===== src/rtl/calc_arb_pkg.sv =====
`default_nettype none
// ============================================================================
// Module   : calc_arb_pkg
// Purpose  : Shared command/response codes, port FSM states and helpers for
//            the calculator port arbiter.
// Options  : CALC_ARB_TIMEOUT_EN widens the ALU tag by one sequence bit.
// Revision : 1.0 - initial release
// ============================================================================
package calc_arb_pkg;

  localparam logic [3:0] CMD_NOP = 4'd0;
  localparam logic [3:0] CMD_ADD = 4'd1;
  localparam logic [3:0] CMD_SUB = 4'd2;
  localparam logic [3:0] CMD_SHL = 4'd5;
  localparam logic [3:0] CMD_SHR = 4'd6;

  localparam logic [1:0] RESP_NONE = 2'd0;
  localparam logic [1:0] RESP_OK   = 2'd1;
  localparam logic [1:0] RESP_ERR  = 2'd2;
  localparam logic [1:0] RESP_TMO  = 2'd3;

  // Tag = {sequence bit, port index} when the watchdog is built in.
`ifdef CALC_ARB_TIMEOUT_EN
  localparam int TW = 3;
`else
  localparam int TW = 2;
`endif

  typedef enum logic [2:0] {
    ST_IDLE   = 3'd0,
    ST_OP2    = 3'd1,
    ST_PEND   = 3'd2,
    ST_ISSUED = 3'd3,
    ST_RESP   = 3'd4
  } port_state_e;

  function automatic logic is_valid_cmd(input logic [3:0] cmd);
    return (cmd == CMD_ADD) || (cmd == CMD_SUB) ||
           (cmd == CMD_SHL) || (cmd == CMD_SHR);
  endfunction

endpackage
`default_nettype wire


===== src/rtl/calc_arb_port.sv =====
`default_nettype none
// ============================================================================
// Module   : calc_arb_port
// Purpose  : One requester port: two-cycle request capture, pending/issued
//            tracking, one-cycle response register and optional watchdog.
// Options  : CALC_ARB_TIMEOUT_EN adds the ISSUED-state watchdog and the
//            per-port sequence bit.
// Revision : 1.0 - initial release
// ============================================================================
module calc_arb_port
  import calc_arb_pkg::*;
#(
  parameter int DW             = 32,
  parameter int TIMEOUT_CYCLES = 16
) (
  input  logic          clk_i,
  input  logic          rst_i,
  input  logic [3:0]    cmd_i,
  input  logic [DW-1:0] data_i,
  input  logic          grant_i,
  input  logic          rsp_hit_i,
  input  logic [1:0]    rsp_resp_i,
  input  logic [DW-1:0] rsp_data_i,
  output logic          pend_o,
  output logic          busy_o,
`ifdef CALC_ARB_TIMEOUT_EN
  output logic          seq_o,
`endif
  output logic [3:0]    cmd_o,
  output logic [DW-1:0] op1_o,
  output logic [DW-1:0] op2_o,
  output logic [1:0]    resp_o,
  output logic [DW-1:0] data_o
);

  port_state_e   state_q, state_d;
  logic [3:0]    cmd_q;
  logic [DW-1:0] op1_q;
  logic [DW-1:0] op2_q;
  logic [DW-1:0] rdata_q;
  logic [1:0]    resp_q;
  logic          w_tmo;

`ifdef CALC_ARB_TIMEOUT_EN
  localparam int CW = $clog2(TIMEOUT_CYCLES + 1);
  logic [CW-1:0] cnt_q;
  logic          seq_q;

  // Counter holds cycles spent in ISSUED; the limit edge is the TIMEOUT_CYCLES-th after acceptance.
  assign w_tmo = (state_q == ST_ISSUED) && !rsp_hit_i &&
                 (cnt_q == CW'(TIMEOUT_CYCLES - 1));
  assign seq_o = seq_q;

  // Watchdog counter and sequence bit; the bit flips whenever an issue completes.
  always_ff @(posedge clk_i or posedge rst_i) begin
    if (rst_i) begin
      cnt_q <= '0;
      seq_q <= 1'b0;
    end else begin
      if (state_q == ST_PEND && grant_i) begin
        cnt_q <= '0;
      end else if (state_q == ST_ISSUED) begin
        cnt_q <= cnt_q + CW'(1);
      end
      if (state_q == ST_ISSUED && state_d == ST_RESP) begin
        seq_q <= ~seq_q;
      end
    end
  end
`else
  // Without the watchdog a port waits for its ALU result indefinitely.
  logic w_unused_tmo;
  assign w_unused_tmo = (TIMEOUT_CYCLES > 0);
  assign w_tmo        = 1'b0;
`endif

  // State register.
  always_ff @(posedge clk_i or posedge rst_i) begin
    if (rst_i) state_q <= ST_IDLE;
    else       state_q <= state_d;
  end

  // Next-state logic; a matching ALU result takes priority over a timeout.
  always_comb begin
    state_d = state_q;
    case (state_q)
      ST_IDLE:   if (cmd_i != CMD_NOP) state_d = ST_OP2;
      ST_OP2:    state_d = is_valid_cmd(cmd_q) ? ST_PEND : ST_RESP;
      ST_PEND:   if (grant_i) state_d = ST_ISSUED;
      ST_ISSUED: if (rsp_hit_i || w_tmo) state_d = ST_RESP;
      ST_RESP:   state_d = ST_IDLE;
      default:   state_d = ST_IDLE;
    endcase
  end

  // Operand capture and response latch.
  always_ff @(posedge clk_i or posedge rst_i) begin
    if (rst_i) begin
      cmd_q   <= CMD_NOP;
      op1_q   <= '0;
      op2_q   <= '0;
      resp_q  <= RESP_NONE;
      rdata_q <= '0;
    end else begin
      if (state_q == ST_IDLE && cmd_i != CMD_NOP) begin
        cmd_q <= cmd_i;
        op1_q <= data_i;
      end
      if (state_q == ST_OP2) begin
        op2_q <= data_i;
        if (!is_valid_cmd(cmd_q)) begin
          resp_q  <= RESP_ERR;
          rdata_q <= '0;
        end
      end
      if (state_q == ST_ISSUED) begin
        if (rsp_hit_i) begin
          resp_q  <= rsp_resp_i;
          rdata_q <= rsp_data_i;
        end else if (w_tmo) begin
          resp_q  <= RESP_TMO;
          rdata_q <= '0;
        end
      end
    end
  end

  // Outputs; a valid request in OP2 already bids so the issue register can
  // load it on the same edge that operand 2 is captured.
  always_comb begin
    pend_o = (state_q == ST_PEND) || (state_q == ST_OP2 && is_valid_cmd(cmd_q));
    busy_o = (state_q != ST_IDLE);
    op2_o  = (state_q == ST_OP2) ? data_i : op2_q;
    resp_o = RESP_NONE;
    data_o = '0;
    if (state_q == ST_RESP) begin
      resp_o = resp_q;
      data_o = rdata_q;
    end
  end

  assign cmd_o = cmd_q;
  assign op1_o = op1_q;

endmodule
`default_nettype wire


===== src/rtl/calc_port_arbiter.sv =====
`default_nettype none
// ============================================================================
// Module   : calc_port_arbiter
// Purpose  : Shares one calculator ALU between four two-cycle request ports:
//            round-robin grant, tagged issue register, response demux.
// Options  : CALC_ARB_TIMEOUT_EN enables per-port ALU watchdogs and a 3-bit
//            tag whose MSB is the port sequence bit.
// Revision : 1.0 - initial release
// ============================================================================
module calc_port_arbiter
  import calc_arb_pkg::*;
#(
  parameter int NPORTS         = 4,
  parameter int DW             = 32,
  parameter int TIMEOUT_CYCLES = 16
) (
  input  logic          c_clk,
  input  logic          reset,
  input  logic [3:0]    req1_cmd_in,
  input  logic [3:0]    req2_cmd_in,
  input  logic [3:0]    req3_cmd_in,
  input  logic [3:0]    req4_cmd_in,
  input  logic [DW-1:0] req1_data_in,
  input  logic [DW-1:0] req2_data_in,
  input  logic [DW-1:0] req3_data_in,
  input  logic [DW-1:0] req4_data_in,
  output logic [DW-1:0] out_data1,
  output logic [DW-1:0] out_data2,
  output logic [DW-1:0] out_data3,
  output logic [DW-1:0] out_data4,
  output logic [1:0]    out_resp1,
  output logic [1:0]    out_resp2,
  output logic [1:0]    out_resp3,
  output logic [1:0]    out_resp4,
  output logic          alu_req_valid,
  input  logic          alu_req_ready,
  output logic [3:0]    alu_req_cmd,
  output logic [DW-1:0] alu_req_op1,
  output logic [DW-1:0] alu_req_op2,
  output logic [TW-1:0] alu_req_tag,
  input  logic          alu_rsp_valid,
  input  logic [TW-1:0] alu_rsp_tag,
  input  logic [1:0]    alu_rsp_resp,
  input  logic [DW-1:0] alu_rsp_data,
  output logic [3:0]    port_busy
);

  logic [3:0]        w_req_cmd [NPORTS];
  logic [DW-1:0]     w_req_data[NPORTS];
  logic [3:0]        w_p_cmd   [NPORTS];
  logic [DW-1:0]     w_p_op1   [NPORTS];
  logic [DW-1:0]     w_p_op2   [NPORTS];
  logic [1:0]        w_p_resp  [NPORTS];
  logic [DW-1:0]     w_p_data  [NPORTS];
  logic [NPORTS-1:0] w_pend, w_busy, w_grant, w_rsp_hit;
`ifdef CALC_ARB_TIMEOUT_EN
  logic [NPORTS-1:0] w_seq;
`endif

  logic              iss_valid_q, iss_valid_d;
  logic [3:0]        iss_cmd_q, iss_cmd_d;
  logic [DW-1:0]     iss_op1_q, iss_op1_d;
  logic [DW-1:0]     iss_op2_q, iss_op2_d;
  logic [TW-1:0]     iss_tag_q, iss_tag_d;
  logic [1:0]        ptr_q, ptr_d;

  logic              w_accept;
  logic [NPORTS-1:0] w_cand;
  logic [1:0]        w_win, w_idx;
  logic              w_found;

  assign w_req_cmd[0]  = req1_cmd_in;
  assign w_req_cmd[1]  = req2_cmd_in;
  assign w_req_cmd[2]  = req3_cmd_in;
  assign w_req_cmd[3]  = req4_cmd_in;
  assign w_req_data[0] = req1_data_in;
  assign w_req_data[1] = req2_data_in;
  assign w_req_data[2] = req3_data_in;
  assign w_req_data[3] = req4_data_in;

  assign w_accept = iss_valid_q && alu_req_ready;

  generate
    for (genvar p = 0; p < NPORTS; p++) begin : g_port
      assign w_grant[p] = w_accept && (iss_tag_q[1:0] == 2'(p));
`ifdef CALC_ARB_TIMEOUT_EN
      assign w_rsp_hit[p] = alu_rsp_valid && (alu_rsp_tag[1:0] == 2'(p)) &&
                            (alu_rsp_tag[2] == w_seq[p]);
`else
      assign w_rsp_hit[p] = alu_rsp_valid && (alu_rsp_tag[1:0] == 2'(p));
`endif

      calc_arb_port #(
        .DW             (DW),
        .TIMEOUT_CYCLES (TIMEOUT_CYCLES)
      ) u_port (
        .clk_i      (c_clk),
        .rst_i      (reset),
        .cmd_i      (w_req_cmd[p]),
        .data_i     (w_req_data[p]),
        .grant_i    (w_grant[p]),
        .rsp_hit_i  (w_rsp_hit[p]),
        .rsp_resp_i (alu_rsp_resp),
        .rsp_data_i (alu_rsp_data),
        .pend_o     (w_pend[p]),
        .busy_o     (w_busy[p]),
`ifdef CALC_ARB_TIMEOUT_EN
        .seq_o      (w_seq[p]),
`endif
        .cmd_o      (w_p_cmd[p]),
        .op1_o      (w_p_op1[p]),
        .op2_o      (w_p_op2[p]),
        .resp_o     (w_p_resp[p]),
        .data_o     (w_p_data[p])
      );
    end
  endgenerate

  // Round-robin search from the pointer; the port being accepted this edge is excluded.
  always_comb begin
    ptr_d  = ptr_q;
    w_cand = w_pend;
    if (w_accept) begin
      ptr_d  = iss_tag_q[1:0] + 2'd1;
      w_cand = w_pend & ~w_grant;
    end
    w_found = 1'b0;
    w_win   = ptr_d;
    w_idx   = '0;
    for (int k = 0; k < NPORTS; k++) begin
      w_idx = ptr_d + 2'(k);
      if (!w_found && w_cand[w_idx]) begin
        w_found = 1'b1;
        w_win   = w_idx;
      end
    end
  end

  // Issue register reload: only when empty or being accepted, so an unaccepted request stays frozen.
  always_comb begin
    iss_valid_d = iss_valid_q;
    iss_cmd_d   = iss_cmd_q;
    iss_op1_d   = iss_op1_q;
    iss_op2_d   = iss_op2_q;
    iss_tag_d   = iss_tag_q;
    if (!iss_valid_q || w_accept) begin
      iss_valid_d = w_found;
      iss_cmd_d   = w_found ? w_p_cmd[w_win] : CMD_NOP;
      iss_op1_d   = w_found ? w_p_op1[w_win] : '0;
      iss_op2_d   = w_found ? w_p_op2[w_win] : '0;
`ifdef CALC_ARB_TIMEOUT_EN
      iss_tag_d   = w_found ? {w_seq[w_win], w_win} : '0;
`else
      iss_tag_d   = w_found ? w_win : '0;
`endif
    end
  end

  // Issue registers and round-robin pointer.
  always_ff @(posedge c_clk or posedge reset) begin
    if (reset) begin
      iss_valid_q <= 1'b0;
      iss_cmd_q   <= CMD_NOP;
      iss_op1_q   <= '0;
      iss_op2_q   <= '0;
      iss_tag_q   <= '0;
      ptr_q       <= '0;
    end else begin
      iss_valid_q <= iss_valid_d;
      iss_cmd_q   <= iss_cmd_d;
      iss_op1_q   <= iss_op1_d;
      iss_op2_q   <= iss_op2_d;
      iss_tag_q   <= iss_tag_d;
      ptr_q       <= ptr_d;
    end
  end

  assign alu_req_valid = iss_valid_q;
  assign alu_req_cmd   = iss_cmd_q;
  assign alu_req_op1   = iss_op1_q;
  assign alu_req_op2   = iss_op2_q;
  assign alu_req_tag   = iss_tag_q;

  assign out_data1 = w_p_data[0];
  assign out_data2 = w_p_data[1];
  assign out_data3 = w_p_data[2];
  assign out_data4 = w_p_data[3];
  assign out_resp1 = w_p_resp[0];
  assign out_resp2 = w_p_resp[1];
  assign out_resp3 = w_p_resp[2];
  assign out_resp4 = w_p_resp[3];
  assign port_busy = w_busy;

endmodule
`default_nettype wire


===== config.mk =====
export PLATFORM = sky130hd
export DESIGN_NAME = calc_port_arbiter
export DESIGN_NICKNAME = d
export VERILOG_FILES = /design/src/rtl/calc_arb_pkg.sv /design/src/rtl/calc_arb_port.sv /design/src/rtl/calc_port_arbiter.sv
export SDC_FILE = /design/constraint.sdc
export NUM_CORES = 1
export LEC_CHECK = 0
export CORE_ASPECT_RATIO = 1.75
export CORE_MARGIN = 4
export CORE_UTILIZATION = 45
export DETAILED_ROUTE_END_ITERATION = 7
export PLACE_DENSITY = 0.67
export SLEW_MARGIN = 5
export SYNTH_ARGS = -nofsm -noshare
export SYNTH_HDL_FRONTEND = slang
export SYNTH_HIERARCHICAL = 1
export SYNTH_SLANG_ARGS = --single-unit

===== constraint.sdc =====
create_clock -name c_clk -period 3.5 [get_ports c_clk]
set_clock_uncertainty 0.15 [all_clocks]
set_input_delay 0.35 -clock c_clk [delete_from_list [all_inputs] [get_ports c_clk]]
set_output_delay 0.35 -clock c_clk [all_outputs]
set_load 0.005 [all_outputs]

### Yosys cells after proc, flatten, opt, wreduce, memory -nomap -nowiden

Cells that the tools add are included.

| storage, ports and cells | value |
|---|---|
| output and inout port bits | 211 |
| logic and storage cells | 245 |
| register bits after elaboration | 493 |

| cells by class | value |
|---|---|
| reductions and logical operators | 59 |
| bitwise operators | 3 |
| $add $sub $neg | 4 |
| mux-type cells | 94 |
| magnitude comparators | 5 |
| equality and inequality tests | 50 |

Operators with widths:

| operator | number |
|---|---|
| 2-to-1 mux 32 bit | 30 |
| binary-select mux 32 bit (select 2 bit) | 2 |
| 2-to-1 mux 2 bit | 25 |
| 2-to-1 mux 3 bit | 16 |
| one-hot mux 3 bit (4 select lines) | 4 |
| == test 4 x 3 -> 1 bit, second input constant | 8 |
| == test 3 x 2 -> 1 bit, second input constant | 8 |
| logical AND 1 bit | 20 |
| logical OR 1 bit | 17 |
| == test 4 x 1 -> 1 bit, second input constant | 4 |
| == test 4 x 2 -> 1 bit, second input constant | 4 |
| 2-to-1 mux 4 bit | 4 |
| inequality test 2 x 1 -> 1 bit, second input constant | 8 |
| nonzero test 4 bit | 4 |
| == test 3 x 1 -> 1 bit, second input constant | 4 |
| == test 3 bit, second input constant | 4 |
| logical NOT 3 bit | 4 |
| less-than comparator 2 x 3 -> 1 bit, second input constant | 4 |
| AND reduction 3 bit | 4 |
| nonzero test 3 bit | 4 |
| binary-select mux 1 bit (select 2 bit) | 4 |
| binary-select mux 4 bit (select 2 bit) | 1 |
| == test 2 bit, second input constant | 4 |
| 2-to-1 mux 1 bit | 8 |
| other kinds (10) | 20 |

### Depth between registers and ports, before layout

Gate-level depths: netlist of run 1.

| logic depth | value |
|---|---|
| depth in word-level cells | 25 |
| mapped depth | 13 |

### Modules after synthesis

The synthesis of run 1 kept the hierarchy.

By module, submodules not included:

| module | sequential area each (um^2) | cells an instance | instances | area an instance (um^2) |
|---|---|---|---|---|
| calc_arb_port | 2,627.5 | 359 | 4 | 4,490.6 |
| calc_port_arbiter | 1,826.8 | 444 | 1 | 4,802.1 |

### Least setup slack after synthesis of run 1

Ideal clock, no wire load.

| timing | value |
|---|---|
| path type | register to register |
| from | register g_port[3].u_port.state_q[1] |
| to | register iss_op1_q[10] (netlist: alu_req_op1[10]) |
| data required time | 3.213 ns |
| cell stages (with the launch flop) | 12 |
| setup slack | 0.822 ns |
| arrival | 2.391 ns |
| library setup time | 0.137 ns |
| path buffers | 4 |
| path through | dfrtp_1 > buf_4 > nor3b_4 > buf_4 > a21o_1 > inv_1 > o221a_2 > a22oi_4 > buf_6 > buf_6 > mux2i_1 > o221ai_2 |

| on the way | value |
|---|---|
| word-level cells in the longest chain between the ends | 22 |

RTL lines:

| what | line | source |
|---|---|---|
| start, declared | calc_arb_port.sv:36 | `port_state_e state_q, state_d;` |
| start signal, assigned | calc_arb_port.sv:80 | `else state_q <= state_d;` |
| == test 3 x 1 -> 1 bit | calc_arb_port.sv:131 | `pend_o = (state_q == ST_PEND) \|\| (state_q == ST_OP2 && is_valid_cmd(cmd_q));` |
| logical AND 1 bit | calc_arb_port.sv:131 |  |
| logical OR 1 bit * | calc_arb_port.sv:131 |  |
| named net w_pend[3] | calc_port_arbiter.sv:55 | `logic [NPORTS-1:0] w_pend, w_busy, w_grant, w_rsp_hit;` |
| AND 4 bit | calc_port_arbiter.sv:125 | `w_cand = w_pend & ~w_grant;` |
| 2-to-1 mux 4 bit * | calc_port_arbiter.sv:123 | `if (w_accept) begin` |
| binary-select mux 1 bit (select 2 bit) | calc_port_arbiter.sv:132 | `if (!w_found && w_cand[w_idx]) begin` |
| 2-to-1 mux 1 bit (not written as such) | calc_port_arbiter.sv:132 |  |
| [6 not listed] | n/a |  |
| 2-to-1 mux 1 bit | calc_port_arbiter.sv:132 |  |
| logical NOT 1 bit | calc_port_arbiter.sv:132 |  |
| logical AND 1 bit | calc_port_arbiter.sv:132 |  |
| 2-to-1 mux 2 bit | calc_port_arbiter.sv:132 |  |
| inverter 2 -> 3 bit (not written as such) | calc_port_arbiter.sv:149 | `iss_op1_d = w_found ? w_p_op1[w_win] : '0;` |
| binary-select mux 32 bit (select 2 bit) | calc_port_arbiter.sv:149 |  |
| 2-to-1 mux 32 bit (not written as such) (2 in series) | calc_port_arbiter.sv:149 |  |
| 2-to-1 mux 32 bit * | calc_port_arbiter.sv:149 |  |
| end signal, assigned | calc_port_arbiter.sv:171 | `iss_op1_q <= iss_op1_d;` |
| end, declared | calc_port_arbiter.sv:62 | `logic [DW-1:0] iss_op1_q, iss_op1_d;` |

The timed path passes the listed nets; every way through them passes the cells marked *. The select of a mux whose other input is x is not followed.
A chain may end at the register's enable or synchronous reset.

### Worst setup path in the final report of run 1

| timing | value |
|---|---|
| from | register g_port[3].u_port.state_q[1] |
| to | output port out_data4[0] |

| on the way | value |
|---|---|
| word-level cells in the longest chain between the ends | 2 |

RTL lines:

| what | line | source |
|---|---|---|
| == test 3 bit | calc_arb_port.sv:136 | `if (state_q == ST_RESP) begin` |
| 2-to-1 mux 32 bit | calc_arb_port.sv:136 |  |
| end, declared | calc_port_arbiter.sv:30 | `output logic [DW-1:0] out_data4,` |

Every way passes these cells.

==> results of run 1 <==
==> cells by family after synthesis <==
logic type / count (synthesis) / share of synthesized area, %
buffers and inverters: 160 / 4.67
DFF: 493 / 54.2
AOI/OAI and AO/OA: 245 / 7.45
xor gates and xnor gates: 4 / 0.154
and+or+nand+nor: 578 / 12.7
muxes: 396 / 20.6
adders and majority gates: 4 / 0.220
==> critical path, stage by stage, from the launching register on <==
cell,delay [ns]
dfrtp_1,0.53
nor2_2,0.42
buf_4,0.34
and3_1,0.23
clkdlybuf4s50_1,0.53
==> state kept, by name (all words and copies together) (netlist names) <==
| register | cells |
|---|---|
| g_port.u_port/cmd_o | 16 |
| alu_req_tag | 2 |
| g_port.u_port/op1_o | 128 |
| alu_req_cmd | 4 |
| alu_req_op2 | 32 |
| g_port.u_port/rdata_q | 128 |
| alu_req_valid | 1 |
| g_port.u_port/resp_q | 8 |
| alu_req_op1 | 32 |
| g_port.u_port/op2_q | 128 |
| g_port.u_port/state_q | 12 |
| ptr_q | 2 |
==> path summary, 6_finish.rpt <==
path                                              from                         end  depth (start not counted)
min in group c_clk                     req4_data_in[9]   g_port[3].u_port/op1_o[9]                          2
max reg2reg                  g_port[0].u_port/cmd_o[0]             alu_req_op1[15]                         11
min                                              reset  g_port[0].u_port/op1_o[24]                          2
max                        g_port[3].u_port/state_q[1]                out_data4[0]                          4
min reg2reg                            alu_req_op2[20]             alu_req_op2[20]                          2
max in group asynchronous                        reset   g_port[1].u_port/op2_q[7]                          3
==> stage by stage <==
stage / std cells / power [mW]
after global placement: 2840 / 23.3
after CTS: 2926 / 29.2
final: 2931 / 29.0
after global routing: 2928 / 30.5
after detailed placement: 2840 / 23.8
after floorplan: 1880 / 20.0
==> routing by layer <==
layer | vias up | GRT usage [%]
li1 | 7324 | -
met1 | 8465 | 31.5
met2 | 599 | 47.2
met3 | 126 | 5.70
met4 | 2 | 9.09
met5 | - | 0
==> power groups by stage <==
| stage | Sequential [mW] | Clock (mW) | Combinational (mW) |
|---|---|---|---|
| 2_1_floorplan | 8.97 | 0 | 11.0 |
| 6_report | 9.47 | 5.26 | 14.3 |
| 4_1_cts | 9.45 | 5.38 | 14.3 |
| 5_1_grt | 9.70 | 5.62 | 15.2 |
| 3_3_place_gp | 9.44 | 0 | 13.9 |
| 3_5_place_dp | 9.52 | 0 | 14.3 |
==> synth_stat cells, types with 6 or more instances <==
cell type,number
and3_1,140
mux2_4,108
nor2b_1,6
inv_1,19
o221ai_2,10
mux2_2,152
dfrtp_1,493
a21oi_1,134
nand2_1,359
and4b_1,6
nand3b_1,8
mux2i_1,136
a31oi_1,6
buf_12,12
nor2_1,11
buf_2,29
clkbuf_1,60
o221ai_1,58
buf_4,17
buf_6,22
a22o_1,13
==> area by class of cell <==
cell class	instances	area [sq um]	share of cell area (%)
Inverter	20	91.3	0.318
Sequential cell	493	12300	42.9
Antenna cell	5	12.5	0.0435
Tap cell	660	826	2.87
Clock buffer	73	1420	4.93
Timing Repair Buffer	440	4500	15.7
Clock inverter	13	155	0.540
Multi-Input combinational cell	1227	9400	32.7
==> implementation parameters, run 1 <==
Parameter                              Value

Status
  Result of the run    completed

Power and ir drop
  Peak supply drop    0.946 mV
  Cell-internal power    18.1 mW
  Power dissipated by switching net loads    10.9 mW
  Leakage    12.9 nW
  Total power divided by cell area    1010 mW/mm^2
  Fraction of power consumed by combinational cells    49.2%
  Clock network fraction of design power    18.1%
  Sequential power share    32.7%
  Net switching fraction of the power    37.5%

Finish
  Total Nets Final    2418
  Area added between synthesis and finish    26.2%
  Most common cell after layout, fill and taps aside    dfrtp_1
  Leading cell types in the layout, fill and taps excluded    493 x dfrtp_1, 394 x clkdlybuf4s50_1, 358 x nand2_1, 152 x mux2_2, 140 x and3_1
  Fraction of the core area covered by cells at the end of the flow    57.6%
  FILL cells    4111
  Non-Filler Cell Area, Final    0.0287 sq mm
  Share of cells above drive strength 1    18.8%

Timing
  Measured slew at the worst slew-check pin    1.04 ns
  Final hold viol count    0
  Post-route setup TNS    0 ns
  Part of the cycle the worst path needs    89.3%
  Worst hold margin    0.281 ns
  Slew margin rel.    30.6%
  Crit path time final    3.13 ns
  Max frequency    0.320 GHz
  Final number of max-transition violations    0
  RSZ-0062 raised after global routing    false
  Crit path setup slack, layout    0.374 ns
  Setup Viol. Count Final    0

Clock network
  Postcts setup bufs    0
  CTS tree    done
  Count of H-tree levels built during CTS    2
  TritonCTS sink count    493
  Clock transition time at the flip-flop clock pins of the worst setup and hold paths    0.07 ns
  Post-cts repair resize count    0
  Number of buffers created by CTS    48
  Cell at the root of the clock tree    clkbuf_16
  Post-cts hold buffer count    0
  Clock network latency to the later pin of the worst-skew pair    0.56 ns
  CTS Buffer Depth    3

Detailed routing
  DR vias    16500
  Met1 layer wirelength in the final routing    27400 um
  Max Used Layer    met5
  Drt total wl    73400 um
  Routed vias/inst    5.63
  Detailed route wirelength on metal2    38600 um
  Detailed-route wire length per cell    25.0 um
  Detailed-routed wire length on met3    5020 um
  Number of search-and-repair iterations in the first detailed-routing pass    5
  DRC violations left    0
  Iteration-0 DRC count of the detailed router    1077
  Remaining antenna violation count after routing    0

Yosys
  Post-synthesis async set-or-reset flop share    100%
  Predominant post-synthesis flop cell    dfrtp_1
  Netlist area before placement    0.0228 sq mm
  Proportion of netlist area held by the largest area contributor    54.2%
  Number of storage elements in the synthesis netlist    493
  Mean Syn Cell Area    12.1 sq um
  Post-synth cell types    47
  Biggest area contributors in the synthesized netlist    dfrtp_1 54%, mux2_2 7.5%, mux2_4 7.1%
  Synthesis warning total    6
  EDFF count, synth    0
  Library cell occupying the most area in the post-synthesis netlist    dfrtp_1
  Post-synthesis sequential area ratio    54.2%
  Number of nets produced by synthesis    2068
  Post-Syn Instances    1880

Setup path
  Reg2reg setup slack    0.50 ns
  Nature of the critical path endpoint    primary output
  Crit path kind    reg -> out
  Data arrival time of the critical path    2.63 ns
  Largest fanout of any net on the critical path    26
  Type of element launching the critical path    register
  Required time worst endpoint    3.00 ns

GRT
  Total routing resource utilization after global routing    26.5%
  Initial antenna violation count    7
  Via count of the first global-routing pass    17900
  Leftover overflow at the end of global routing    0
  Maximum number of pins on one net before global-route repair    92
  Wire length of the first global-routing pass    111000 um

Place
  Pre-CTS worst setup slack    0.326 ns
  Post-place instance area    0.0272 sq mm
  Buffers added on ports    394
  DPL Wire Length    49100 um
  Final weighted congestion in routability-driven placement    0.861

Die
  Die width    178 um
  Starting density of the core    45.7%
  Die extent in y    306 um
  Core area    0.0499 sq mm
  Die Area    0.0544 sq mm
  Std-Cell Rows    108
  Top-Level Pins    395

Run
  Number of maximum-capacitance violations    0

Min path
  Min-delay worst type    in -> async
Note: power is estimated with default switching activity, not from simulation.
==> inputs of run 2 (changes only) <==
--- a/config.mk
+++ b/config.mk
@@ -8,6 +8,7 @@
 export CORE_ASPECT_RATIO = 1.75
 export CORE_MARGIN = 4
 export CORE_UTILIZATION = 45
+export CTS_CLUSTER_SIZE = 25
 export DETAILED_ROUTE_END_ITERATION = 7
 export PLACE_DENSITY = 0.67
 export SLEW_MARGIN = 5
==> run 2 against run 1 <==
Effect of this change: largest cell class unchanged; clock power increased by 2%; maximum frequency decreased by 0.30%; combinational power about the same; power increased by 0.50%; critical path type unchanged; die area unchanged; sequential cell count unchanged; utilization increased by 0.095 points; sequential power about the same; worst setup slack got worse by 0.0095 ns; register-to-register slack got worse by 0.02 ns; non-clock buffer count unchanged; critical path depth unchanged.
==> implementation parameters, run 2 (synthesis gave the netlist of run 1 again) <==
Parameter                              Value

Detailed routing
  Number of search-and-repair iterations in the first detailed-routing pass    6
  DR vias    16600
  Iteration-0 DRC count of the detailed router    1042
  Drt total wl    73700 um
  DRC violations left    0
  Routed vias/inst    5.66
  Remaining antenna violation count after routing    0
  Detailed-route wire length per cell    25.1 um

Place
  Final weighted congestion in routability-driven placement    0.861
  Pre-CTS worst setup slack    0.326 ns
  DPL Wire Length    49100 um
  Buffers added on ports    394
  Number of placed instances with taps included    2840

GRT
  Wire length of the first global-routing pass    111000 um
  Leftover overflow at the end of global routing    0
  Via count of the first global-routing pass    17900
  Initial antenna violation count    7
  Maximum number of pins on one net before global-route repair    92
  Total routing resource utilization after global routing    26.5%

Setup path
  Critical register-to-register path endpoint    alu_req_op1[15]
  Delay of the slowest cell on the worst path    0.53 ns
  Largest fanout of any net on the critical path    26
  Reg2reg setup slack    0.48 ns
  Data arrival time of the critical path    2.64 ns
  Type of element launching the critical path    register
  CP cell instances    nor2_2 -> buf_4 -> and3_1 -> clkdlybuf4s50_1
  Crit path launch    g_port[3].u_port/state_q[1]
  Crit path max-delay family    buffers and inverters
  Number of gates on the worst path with buffers counted    4
  Worst Path Buf+Inv    2
  Destination of the critical timing path    out_data4[0]
  Nature of the critical path endpoint    primary output
  Cell depth of the worst flop-to-flop path    11
  Beginning of the worst register-to-register path    g_port[0].u_port/cmd_o[0]
  Highest-delay cell along the critical path    dfrtp_1
  Required time worst endpoint    3.00 ns
  Crit path kind    reg -> out

Finish
  Most common cell after layout, fill and taps aside    dfrtp_1
  Total Nets Final    2418
  Share of cells above drive strength 1    18.9%
  Area added between synthesis and finish    26.4%
  Leading cell types in the layout, fill and taps excluded    493 x dfrtp_1, 394 x clkdlybuf4s50_1, 358 x nand2_1, 152 x mux2_2, 140 x and3_1
  Final instance count without filler cells    2933
  Fraction of the core area covered by cells at the end of the flow    57.7%

Power and ir drop
  Peak supply drop    0.950 mV
  Total power divided by cell area    1010 mW/mm^2
  Net switching fraction of the power    37.5%
  Fraction of power consumed by combinational cells    49.0%
  Leakage    13.0 nW
  Power dissipated by switching net loads    10.9 mW
  Clock network fraction of design power    18.5%
  Cell-internal power    18.2 mW
  Sequential power share    32.5%

Min path
  Min-delay worst type    in -> async

Clock network
  CTS tree    done
  Postcts setup bufs    0
  Post-cts repair resize count    0
  Clock network latency to the later pin of the worst-skew pair    0.57 ns
  CTS Buffer Depth    3
  Post-cts hold buffer count    0
  Number of buffers created by CTS    48
  Cell at the root of the clock tree    clkbuf_16
  TritonCTS sink count    493
  Clock transition time at the flip-flop clock pins of the worst setup and hold paths    0.06 ns
  Count of H-tree levels built during CTS    2

Run
  Number of maximum-capacitance violations    0

Timing
  Final number of max-transition violations    0
  Final hold viol count    0
  Post-route setup TNS    0 ns
  Crit path setup slack, layout    0.364 ns
  Slew margin rel.    29.1%
  Part of the cycle the worst path needs    89.6%
  RSZ-0062 raised after global routing    false
  Crit path time final    3.14 ns
  Worst hold margin    0.279 ns
  Measured slew at the worst slew-check pin    1.06 ns
  Setup Viol. Count Final    0
  Max frequency    0.319 GHz

Die
  Core area    0.0499 sq mm
  Die width    178 um
  Die Area    0.0544 sq mm
  Std-Cell Rows    108
  Die extent in y    306 um
  Top-Level Pins    395
  Starting density of the core    45.7%

Status
  Result of the run    completed
==> run 2: layout make-up <==
class	count	area, sq um
Antenna cell	5	12.5
Clock buffer	73	1430
Clock inverter	15	193
Fill cell	4102	21100
Inverter	20	91.3
Multi-Input combinational cell	1227	9400
Sequential cell	493	12300
Tap cell	660	826
Timing Repair Buffer	440	4500
==> run 2: per-layer routing <==
layer	GRT usage, %	vias to the layer above	routed length (um)
met3	5.77	132	5020
met1	31.4	8530	27600
met2	47.2	617	38600
li1	-	7330	-
met5	0	-	13
met4	9.25	2	2510
==> run 2: worst reg2reg max path, delay by kind of cell, from the launching register on <==
kind            cells  cell delay, ns
simple gates        3            0.40
xor+xnor            1            0.31
flops               1            0.41
buf+inv             2            0.56
mux                 1            0.31
compound gates      4            0.73
==> run 2: worst min-delay path by stage <==
stage	start	end	slack, ns	depth (start not counted)
after floorplan	g_port[0].u_port/resp_q[1]	g_port[0].u_port/resp_q[1]	0.30	2
after global placement	alu_req_cmd[0]	alu_req_cmd[0]	0.32	2
after detailed placement	alu_req_op1[21]	alu_req_op1[21]	0.32	2
after CTS	reset	g_port[0].u_port/op1_o[26]	0.26	2
after global routing	alu_rsp_data[2]	g_port[0].u_port/rdata_q[2]	0.27	3
final	reset	g_port[0].u_port/op1_o[26]	0.28	2
==> run 2: power groups by stage <==
| stage | clock network [mW] | registers, mW | logic (mW) |
|---|---|---|---|
| 2_1_floorplan | 0 | 8.97 | 11.0 |
| 3_3_place_gp | 0 | 9.44 | 13.9 |
| 3_5_place_dp | 0 | 9.52 | 14.3 |
| 4_1_cts | 5.50 | 9.45 | 14.3 |
| 5_1_grt | 5.73 | 9.70 | 15.2 |
| 6_report | 5.38 | 9.47 | 14.3 |
==> run 2: stage by stage <==
stage / cell area (sq um) / total power, mW
5_1_grt: 28800 / 30.6
3_3_place_gp: 27200 / 23.3
3_5_place_dp: 27200 / 23.8
6_report: 28800 / 29.1
2_1_floorplan: 22800 / 20.0
4_1_cts: 28800 / 29.3
